File: config.mk
export PLATFORM = sky130hd
export DESIGN_NAME = db_press_classifier
export DESIGN_NICKNAME = d
export VERILOG_FILES = /design/src/rtl/db_pkg.sv /design/src/rtl/db_edge_detect.sv /design/src/rtl/db_press_classifier.sv
export SDC_FILE = /design/constraint.sdc
export NUM_CORES = 1
export LEC_CHECK = 0
export BUFFER_PORTS_ARGS = -buffer_cell sky130_fd_sc_hd__buf_4
export CORE_AREA = 3 3 47 49
export DETAILED_ROUTE_END_ITERATION = 10
export DIE_AREA = 0 0 50 52
export GPL_TIMING_DRIVEN = 0
export PLACE_DENSITY = 0.55
export SLEW_MARGIN = 10
export SYNTH_ARGS = -nofsm -noshare
export SYNTH_HDL_FRONTEND = slang
export SYNTH_SLANG_ARGS = --single-unit
export TNS_END_PERCENT = 30
File: constraint.sdc
create_clock -name clk -period 3.49 [get_ports clk]
set_clock_uncertainty 0.05 [all_clocks]
set_input_delay 0.1745 -clock clk [delete_from_list [all_inputs] [get_ports clk]]
set_output_delay 0.1745 -clock clk [all_outputs]
set_load 0.1 [all_outputs]
File: src/rtl/db_pkg.sv
// db_pkg: shared state encoding and default timing limits for the press classifier
package db_pkg;
  typedef enum logic [2:0] {IDLE, PRESSED, LONG_HELD, WAIT_SECOND, SECOND} state_t;
  localparam int LONG_LIMIT_DEF = 8;
  localparam int GAP_LIMIT_DEF = 4;
endpackage

File: src/rtl/db_edge_detect.sv
// db_edge_detect: registers the debounced level and flags its rising edge
module db_edge_detect #(
  parameter logic PREV_RST = 1'b1
) (
  input  logic clk,
  input  logic rst,
  input  logic i_level,
  output logic o_level,
  output logic o_rise
);
  logic r_in_ff;
  logic r_in_prev;
  logic r_armed;
  // in_prev keeps its reset value until in_ff has sampled real input once, so a level held through reset is not a rise
  always_ff @(posedge clk) begin
    if (!rst) begin
      r_in_ff   <= 1'b0;
      r_in_prev <= PREV_RST;
      r_armed   <= 1'b0;
    end else begin
      r_in_ff   <= i_level;
      r_in_prev <= r_armed ? r_in_ff : PREV_RST;
      r_armed   <= 1'b1;
    end
  end
  assign o_level = r_in_ff;
  assign o_rise  = r_in_ff & ~r_in_prev;
endmodule

File: src/rtl/db_press_classifier.sv
// db_press_classifier: classifies button presses into short, long and double with registered pulse outputs
module db_press_classifier
  import db_pkg::*;
#(
  parameter int LONG_LIMIT = LONG_LIMIT_DEF,
  parameter int GAP_LIMIT  = GAP_LIMIT_DEF
) (
  input  logic clk,
  input  logic rst,
  input  logic signal,
  output logic press_o,
  output logic short_o,
  output logic long_o,
  output logic double_o,
  output logic held_o
);
  localparam int CW = $clog2(LONG_LIMIT > GAP_LIMIT ? LONG_LIMIT : GAP_LIMIT) + 1;
  localparam logic [CW-1:0] LONG_LAST = CW'(LONG_LIMIT - 1);
  localparam logic [CW-1:0] GAP_LAST  = CW'(GAP_LIMIT - 1);
  state_t r_state;
  state_t w_next;
  logic [CW-1:0] r_ctr;
  logic [CW-1:0] w_ctr_next;
  logic w_level, w_rise, w_inc;
  logic w_press, w_short, w_long, w_double;
  db_edge_detect #(.PREV_RST(1'b1)) u_edge (
    .clk     (clk),
    .rst     (rst),
    .i_level (signal),
    .o_level (w_level),
    .o_rise  (w_rise)
  );
  // next-state and event decode; a press in WAIT_SECOND wins over gap expiry
  always_comb begin
    w_next   = r_state;
    w_inc    = 1'b0;
    w_press  = 1'b0;
    w_short  = 1'b0;
    w_long   = 1'b0;
    w_double = 1'b0;
    case (r_state)
      IDLE: begin
        w_next  = w_rise ? PRESSED : IDLE;
        w_press = w_rise;
      end
      PRESSED: begin
        w_next = !w_level ? WAIT_SECOND : (r_ctr == LONG_LAST) ? LONG_HELD : PRESSED;
        w_long = w_level && r_ctr == LONG_LAST;
        w_inc  = w_level && r_ctr != LONG_LAST;
      end
      LONG_HELD: w_next = w_level ? LONG_HELD : IDLE;
      WAIT_SECOND: begin
        w_next   = w_level ? SECOND : (r_ctr == GAP_LAST) ? IDLE : WAIT_SECOND;
        w_double = w_level;
        w_press  = w_level;
        w_short  = !w_level && r_ctr == GAP_LAST;
        w_inc    = !w_level && r_ctr != GAP_LAST;
      end
      SECOND: w_next = w_level ? SECOND : IDLE;
      default: w_next = IDLE;
    endcase
    w_ctr_next = (w_next != r_state) ? '0 : r_ctr + CW'(w_inc);
  end
  // state, counter and registered outputs; reset drops any classification in progress
  always_ff @(posedge clk) begin
    if (!rst) begin
      r_state  <= IDLE;
      r_ctr    <= '0;
      press_o  <= 1'b0;
      short_o  <= 1'b0;
      long_o   <= 1'b0;
      double_o <= 1'b0;
      held_o   <= 1'b0;
    end else begin
      r_state  <= w_next;
      r_ctr    <= w_ctr_next;
      press_o  <= w_press;
      short_o  <= w_short;
      long_o   <= w_long;
      double_o <= w_double;
      held_o   <= w_next inside {PRESSED, LONG_HELD, SECOND};
    end
  end
endmodule

==> results.yml, run 1 <==
critical_path:
  crit_path_top_delay_cell: "dfxtp_1"
  cp_max_fo: 5
  cp-end-kind: "register"
  crit_chain: "and4bb_2 -> o21a_1 -> nor3_1 -> ha_1 -> ha_1 -> nor3b_1"
  rrSetupSlack_ps: 1640
  cp.required_ps: 3610
  cp_slowest_stage_delay_ps: 440
  critPathLaunchType: "register"
  worst-setup-path-type: "register to register"
  cpMostUsedCell: "ha_1"
  crit_buf_inv: 0
  arrival_ps: 1970
  cp_top_family: "simple AND/OR/NAND/NOR gates"
pwr:
  leakage_uw: 0.000354
  vdd_drop_max_uv: 169
  power_density_mw_per_mm2: 372
floorplanning:
  rows: 16
  design.die.area_mm2: 0.00260
  die_x_um: 50
  die_h_um: 52
  initial_core_util: 0.375
  core_mm2: 0.00190
  io_pins: 8
clocking:
  cts_tree: "built"
  cts_made_buffers: 3
  clk-insertion-delay-late_ps: 290
  htreeDepth: 1
  post_cts_buffers: 0
  clockBufferDepth: 2
  clock-sinks: 15
  clkTransAtPathRegs_ps: 90
  root_buffer: "clkbuf_4"
global_routing:
  grtUsageMet2: 0.178
  grt-ovfl-total: 0
  grt_max_degree: 11
  busiest_layer: "met2"
  grt_pass1_vias: 552
  antenna_found_initial: 0
  grt_pass1_wl_um: 2520
  use_met3: 0.0344
  grtUsageMet1: 0.174
  track_usage: 0.130
timing:
  slew_viol_final: 0
  fmax_ghz: 0.541
  period_share: 0.530
  setup_viol: 0
  setup_tns_ps: 0
  slew_headroom: 0.740
  rsz0062_at_grt: "false"
  layout_min_cycle_time_ps: 1850
  hold_violations: 0
  tightest_slew_ps: 388
drt:
  ant_nets: 0
  first_pass_iters: 4
  via_count: 582
  totalWireLength_um: 1320
  drc: 0
  drt_iter0_markers: 11
  vias_per_cell: 5.11
  drt-wirelength-per-cell_um: 11.6
layout:
  stdcell_area_um2: 836
  area_growth_pct: 17.2
  layout-drive-gt1-share: 0.207
  num_antenna_cells: 0
  final_nets: 93
yosys:
  netlist_area_um2: 713
  synth_cells: 75
  yosysSeqAreaShare: 0.421
  avgSynthCellArea_um2: 9.51
  yosys_warnings: 0
  synthDistinctLibCells: 30
  synth-seq-cells: 15
  syn_nets: 80
placement:
  port_buffers: 7
  place.gp.congestion: 0.862
  dp_hpwl_um: 985
  placed_area_um2: 800
flow_run:
  drv_cap: 0
run_status:
  status: "finished, final reports clean"
worst_hold_path:
  hold_path_class: "input pin to register"
==> area by class of cell <==
class                           instances  area (µm²)
Sequential cell                        15         300
Timing Repair Buffer                    8        62.6
Tap cell                               27        33.8
Fill cell                             185        1070
Multi-Input combinational cell         49         367
Clock buffer                            4        26.3
Inverter                                7        26.3
Buffer                                  4        20.0
==> kinds of logic (layout without fill, tap and decap cells) <==
group / after synthesis / in the layout / synth area share
flops: 15 / 15 / 0.421
compound gates: 14 / 14 / 0.172
fa+ha+maj: 2 / 2 / 0.0351
simple gates: 31 / 31 / 0.282
buf+inv: 11 / 23 / 0.0649
xor+xnor: 2 / 2 / 0.0246
==> stage by stage <==
step                hold WS [ps]  power, µW  utilization  worst slack [ps]  cells
floorplan                    152        204            -              1800     75
global placement             273        212        0.420              1650    109
detailed placement           276        212        0.420              1660    109
CTS                         35.5        315        0.439              1640    114
global route                42.7        325        0.439              1490    114
finish                      41.3        311        0.439              1640    114
==> cell usage after synthesis <==
| cell | number | area (µm²) |
|---|---|---|
| a2111oi_4 | 1 | 27.5 |
| a211oi_1 | 1 | 7.51 |
| a21o_1 | 1 | 7.51 |
| a21oi_1 | 3 | 15.0 |
| a221oi_2 | 1 | 15.0 |
| a31oi_1 | 1 | 6.26 |
| and2_1 | 2 | 12.5 |
| and4bb_2 | 1 | 12.5 |
| buf_2 | 4 | 20.0 |
| dfxtp_1 | 15 | 300 |
| ha_1 | 2 | 25.0 |
| inv_1 | 7 | 26.3 |
| nand2_1 | 4 | 15.0 |
| nand2b_1 | 1 | 6.26 |
| nand3_1 | 4 | 20.0 |
| nand3b_1 | 1 | 7.51 |
| nand4b_4 | 1 | 23.8 |
| nand4bb_1 | 1 | 11.3 |
| nor2_1 | 1 | 3.75 |
| nor2b_1 | 1 | 6.26 |
| nor3_1 | 7 | 35.0 |
| nor3b_1 | 3 | 22.5 |
| nor4_1 | 3 | 18.8 |
| o21a_1 | 1 | 7.51 |
| o22ai_1 | 2 | 12.5 |
| o2bb2ai_1 | 1 | 8.76 |
| o31ai_1 | 2 | 15.0 |
| or2_1 | 1 | 6.26 |
| xnor2_1 | 1 | 8.76 |
| xor2_1 | 1 | 8.76 |
==> state kept, by name, summed over array words and instances (netlist names) <==
| signal | cells |
|---|---|
| double_o | 1 |
| r_state | 3 |
| long_o | 1 |
| u_edge.r_armed | 1 |
| held_o | 1 |
| press_o | 1 |
| short_o | 1 |
| r_ctr | 4 |
| u_edge.o_level | 1 |
| u_edge.r_in_prev | 1 |
==> layer usage <==
metal	part of all wire	vias up	routed length (µm)
met5	0	-	0
met4	0.015	0	20
met3	0.058	2	77
met2	0.44	15	584
met1	0.48	269	642
li1	-	296	-
==> cells in the final DEF (no fill, tap or decap), types with 2 or more instances in the layout <==
cell type	count
ha_1	2
nor4_1	3
nor3b_1	3
and2_1	2
nor3_1	7
clkbuf_4	3
nand2_1	4
inv_1	7
nand3_1	4
dfxtp_1	15
o22ai_1	2
a21oi_1	3
o31ai_1	2
buf_2	4
buf_4	7
==> repair_timing <==
| action | CTS | global route |
|---|---|---|
| endpoints found under the hold margin | 1 | 0 |
| gates resized for setup | 0 | 0 |
| hold buffers | 1 | 0 |
==> where the power goes <==
part           switching [µW]  internal [µW]  total [µW]
logic                    19.9           11.1        31.1
clock network            58.1           44.5         103
registers                2.80            175         177
total                    80.8            230         311
==> worst register-to-register path, stage by stage, from the launching register on <==
cell and delay [ps]:
dfxtp_1 440, and4bb_2 310, o21a_1 210, nor3_1 170, ha_1 210, ha_1 220
nor3b_1 130
==> path summary, 6_finish.rpt <==
kind | startpoint | endpoint | cells past startpoint
setup / recovery | r_ctr[2]$_SDFF_PP0_ | r_ctr[1]$_SDFF_PP0_ | 6
setup reg to reg | r_ctr[2]$_SDFF_PP0_ | r_ctr[1]$_SDFF_PP0_ | 6
hold reg to reg | u_edge.r_armed$_DFF_P_ | u_edge.r_in_prev$_SDFF_PN1_ | 1
hold / removal | signal | u_edge.o_level$_SDFF_PN0_ | 2
Note: power is estimated with default switching activity, not from simulation.
==> inputs of run 2 (changes only) <==
Settings changed: PLACE_DENSITY 0.55 to 0.58.
Clock period 3.49 ns to 1.58 ns, I/O delays scaled along.
==> run 2 against run 1 <==
Compared with the run above:
- the flow now finishes with violations (negative setup slack)
- sequential power grew 120%
- combinational power is 140% higher
- sequential share of layout area is 1.3 points lower
- clock power grew 120%
- register-to-register slack worse by 1700 ps
- cell count is 3.5% higher
- count of clock-buffer cells in the layout down 1
- power is 120% higher
- largest cell class unchanged
- largest power group unchanged
- highest routed layer unchanged
==> results.yml, run 2 (same netlist as run 1, synthesis figures left out) <==
run_status:
  status: "finished, violations left"
  violations: "negative setup slack"
global_routing:
  track_usage: 0.125
  antenna_found_initial: 0
  grt_max_degree: 11
  grt_pass1_vias: 547
  grt_pass1_wl_um: 2410
  grt-ovfl-total: 0
clocking:
  clock-sinks: 15
  clkTransAtPathRegs_ps: 100
  root_buffer: "clkbuf_4"
  clockBufferDepth: 2
  clk-insertion-delay-late_ps: 290
  cts_tree: "built"
  htreeDepth: 1
  cts_made_buffers: 3
timing:
  setup_tns_ps: -173
  rsz0062_at_grt: "true"
  layout_min_cycle_time_ps: 1660
  hold_violations: 0
  period_share: 1.05
  slew_headroom: 0.740
  setup_ws_ps: -78.2
  tightest_slew_ps: 389
  setup_viol: 3
  holdWs_ps: 343
  slew_viol_final: 0
  fmax_ghz: 0.603
floorplanning:
  io_pins: 8
  die_x_um: 50
  initial_core_util: 0.375
  die_h_um: 52
  core_mm2: 0.00190
  rows: 16
  design.die.area_mm2: 0.00260
drt:
  drt-wirelength-per-cell_um: 11.8
  totalWireLength_um: 1400
  first_pass_iters: 4
  vias_per_cell: 5.08
  via_count: 599
  ant_nets: 0
  drt_iter0_markers: 18
  drc: 0
layout:
  layout-drive-gt1-share: 0.319
  stdcell_area_um2: 893
  multi_input_area_um2: 374
  layout_commonest_cell: "buf_4"
  area_growth_pct: 25.3
  largest_register_ffs: 4
  regMostFlops: "r_ctr"
  num_antenna_cells: 0
  nFillCells: 185
  final_nets: 97
  seqCellArea_um2: 309
  final_cell_mix: "buf_4 (11), dfxtp_1 (10), inv_1 (7)"
  top_regs: "r_ctr: 4 flops, r_state: 3 flops"
critical_path:
  cp.required_ps: 1690
  cp_max_fo: 3
  cp-end-kind: "register"
  worst-setup-path-type: "register to register"
  critPathLaunchType: "register"
  arrival_ps: 1770
pwr:
  vdd_drop_max_uv: 329
  power_density_mw_per_mm2: 771
  leakage_uw: 0.000376
placement:
  place.gp.congestion: 0.905
  placed_area_um2: 808
  port_buffers: 7
  dp_hpwl_um: 962
flow_run:
  drv_cap: 0
worst_hold_path:
  hold_path_class: "register to register"
==> run 2: timing repair <==
item | in CTS | in global routing
hold buffers | 2 | 0
setup endpoints to repair | 4 | 5
pin swaps | 3 | 2
setup buffers | 3 | 0
endpoints found under the hold margin | 4 | 0
resized for setup | 5 | 3
==> run 2: path summary, 6_finish.rpt <==
kind / start / end / slack (ps) / depth (start not counted)
worst max-delay path: r_ctr[2]$_SDFF_PP0_ / r_ctr[1]$_SDFF_PP0_ / -80 / 6
worst min-delay path: u_edge.r_armed$_DFF_P_ / u_edge.r_in_prev$_SDFF_PN1_ / 340 / 1
worst max register to register: r_ctr[2]$_SDFF_PP0_ / r_ctr[1]$_SDFF_PP0_ / -80 / 6
worst min register to register: u_edge.r_armed$_DFF_P_ / u_edge.r_in_prev$_SDFF_PN1_ / 340 / 1
==> run 2: routing by layer <==
layer	vias to the layer above	global-route usage	routed length [µm]
met2	14	0.187	630
li1	304	-	-
met3	4	0.0344	58
met5	-	0	0
met1	277	0.155	682
met4	0	0.0829	26
==> run 2: area by class of cell <==
type	count	share of cell area
Buffer	4	0.0308
Inverter	7	0.0294
Clock inverter	1	0.00560
Multi-Input combinational cell	49	0.419
Clock buffer	3	0.0252
Timing Repair Buffer	12	0.106
Sequential cell	15	0.346
Tap cell	27	0.0378
==> run 2: per-stage QoR <==
stage	setup slack [ps]	power [µW]	std cells	util
after floorplan	-33.0	451	75	-
after global placement	-128	468	109	0.425
after detailed placement	-126	468	109	0.425
after CTS	-74.4	695	118	0.466
after global routing	-168	717	118	0.470
final	-78.2	689	118	0.470
==> run 2: worst max-delay path, stage by stage (launching register included) <==
cell	delay, ps
dfxtp_4	370
and4bb_2	250
o21a_1	200
nor3_2	120
ha_2	200
ha_1	210
nor3b_1	130
==> run 2: where the power goes <==
group / total (µW) / internal [µW] / switching, µW
registers: 390 / 384 / 5.99
clock network: 224 / 94.2 / 130
logic: 74.1 / 28.1 / 46.0
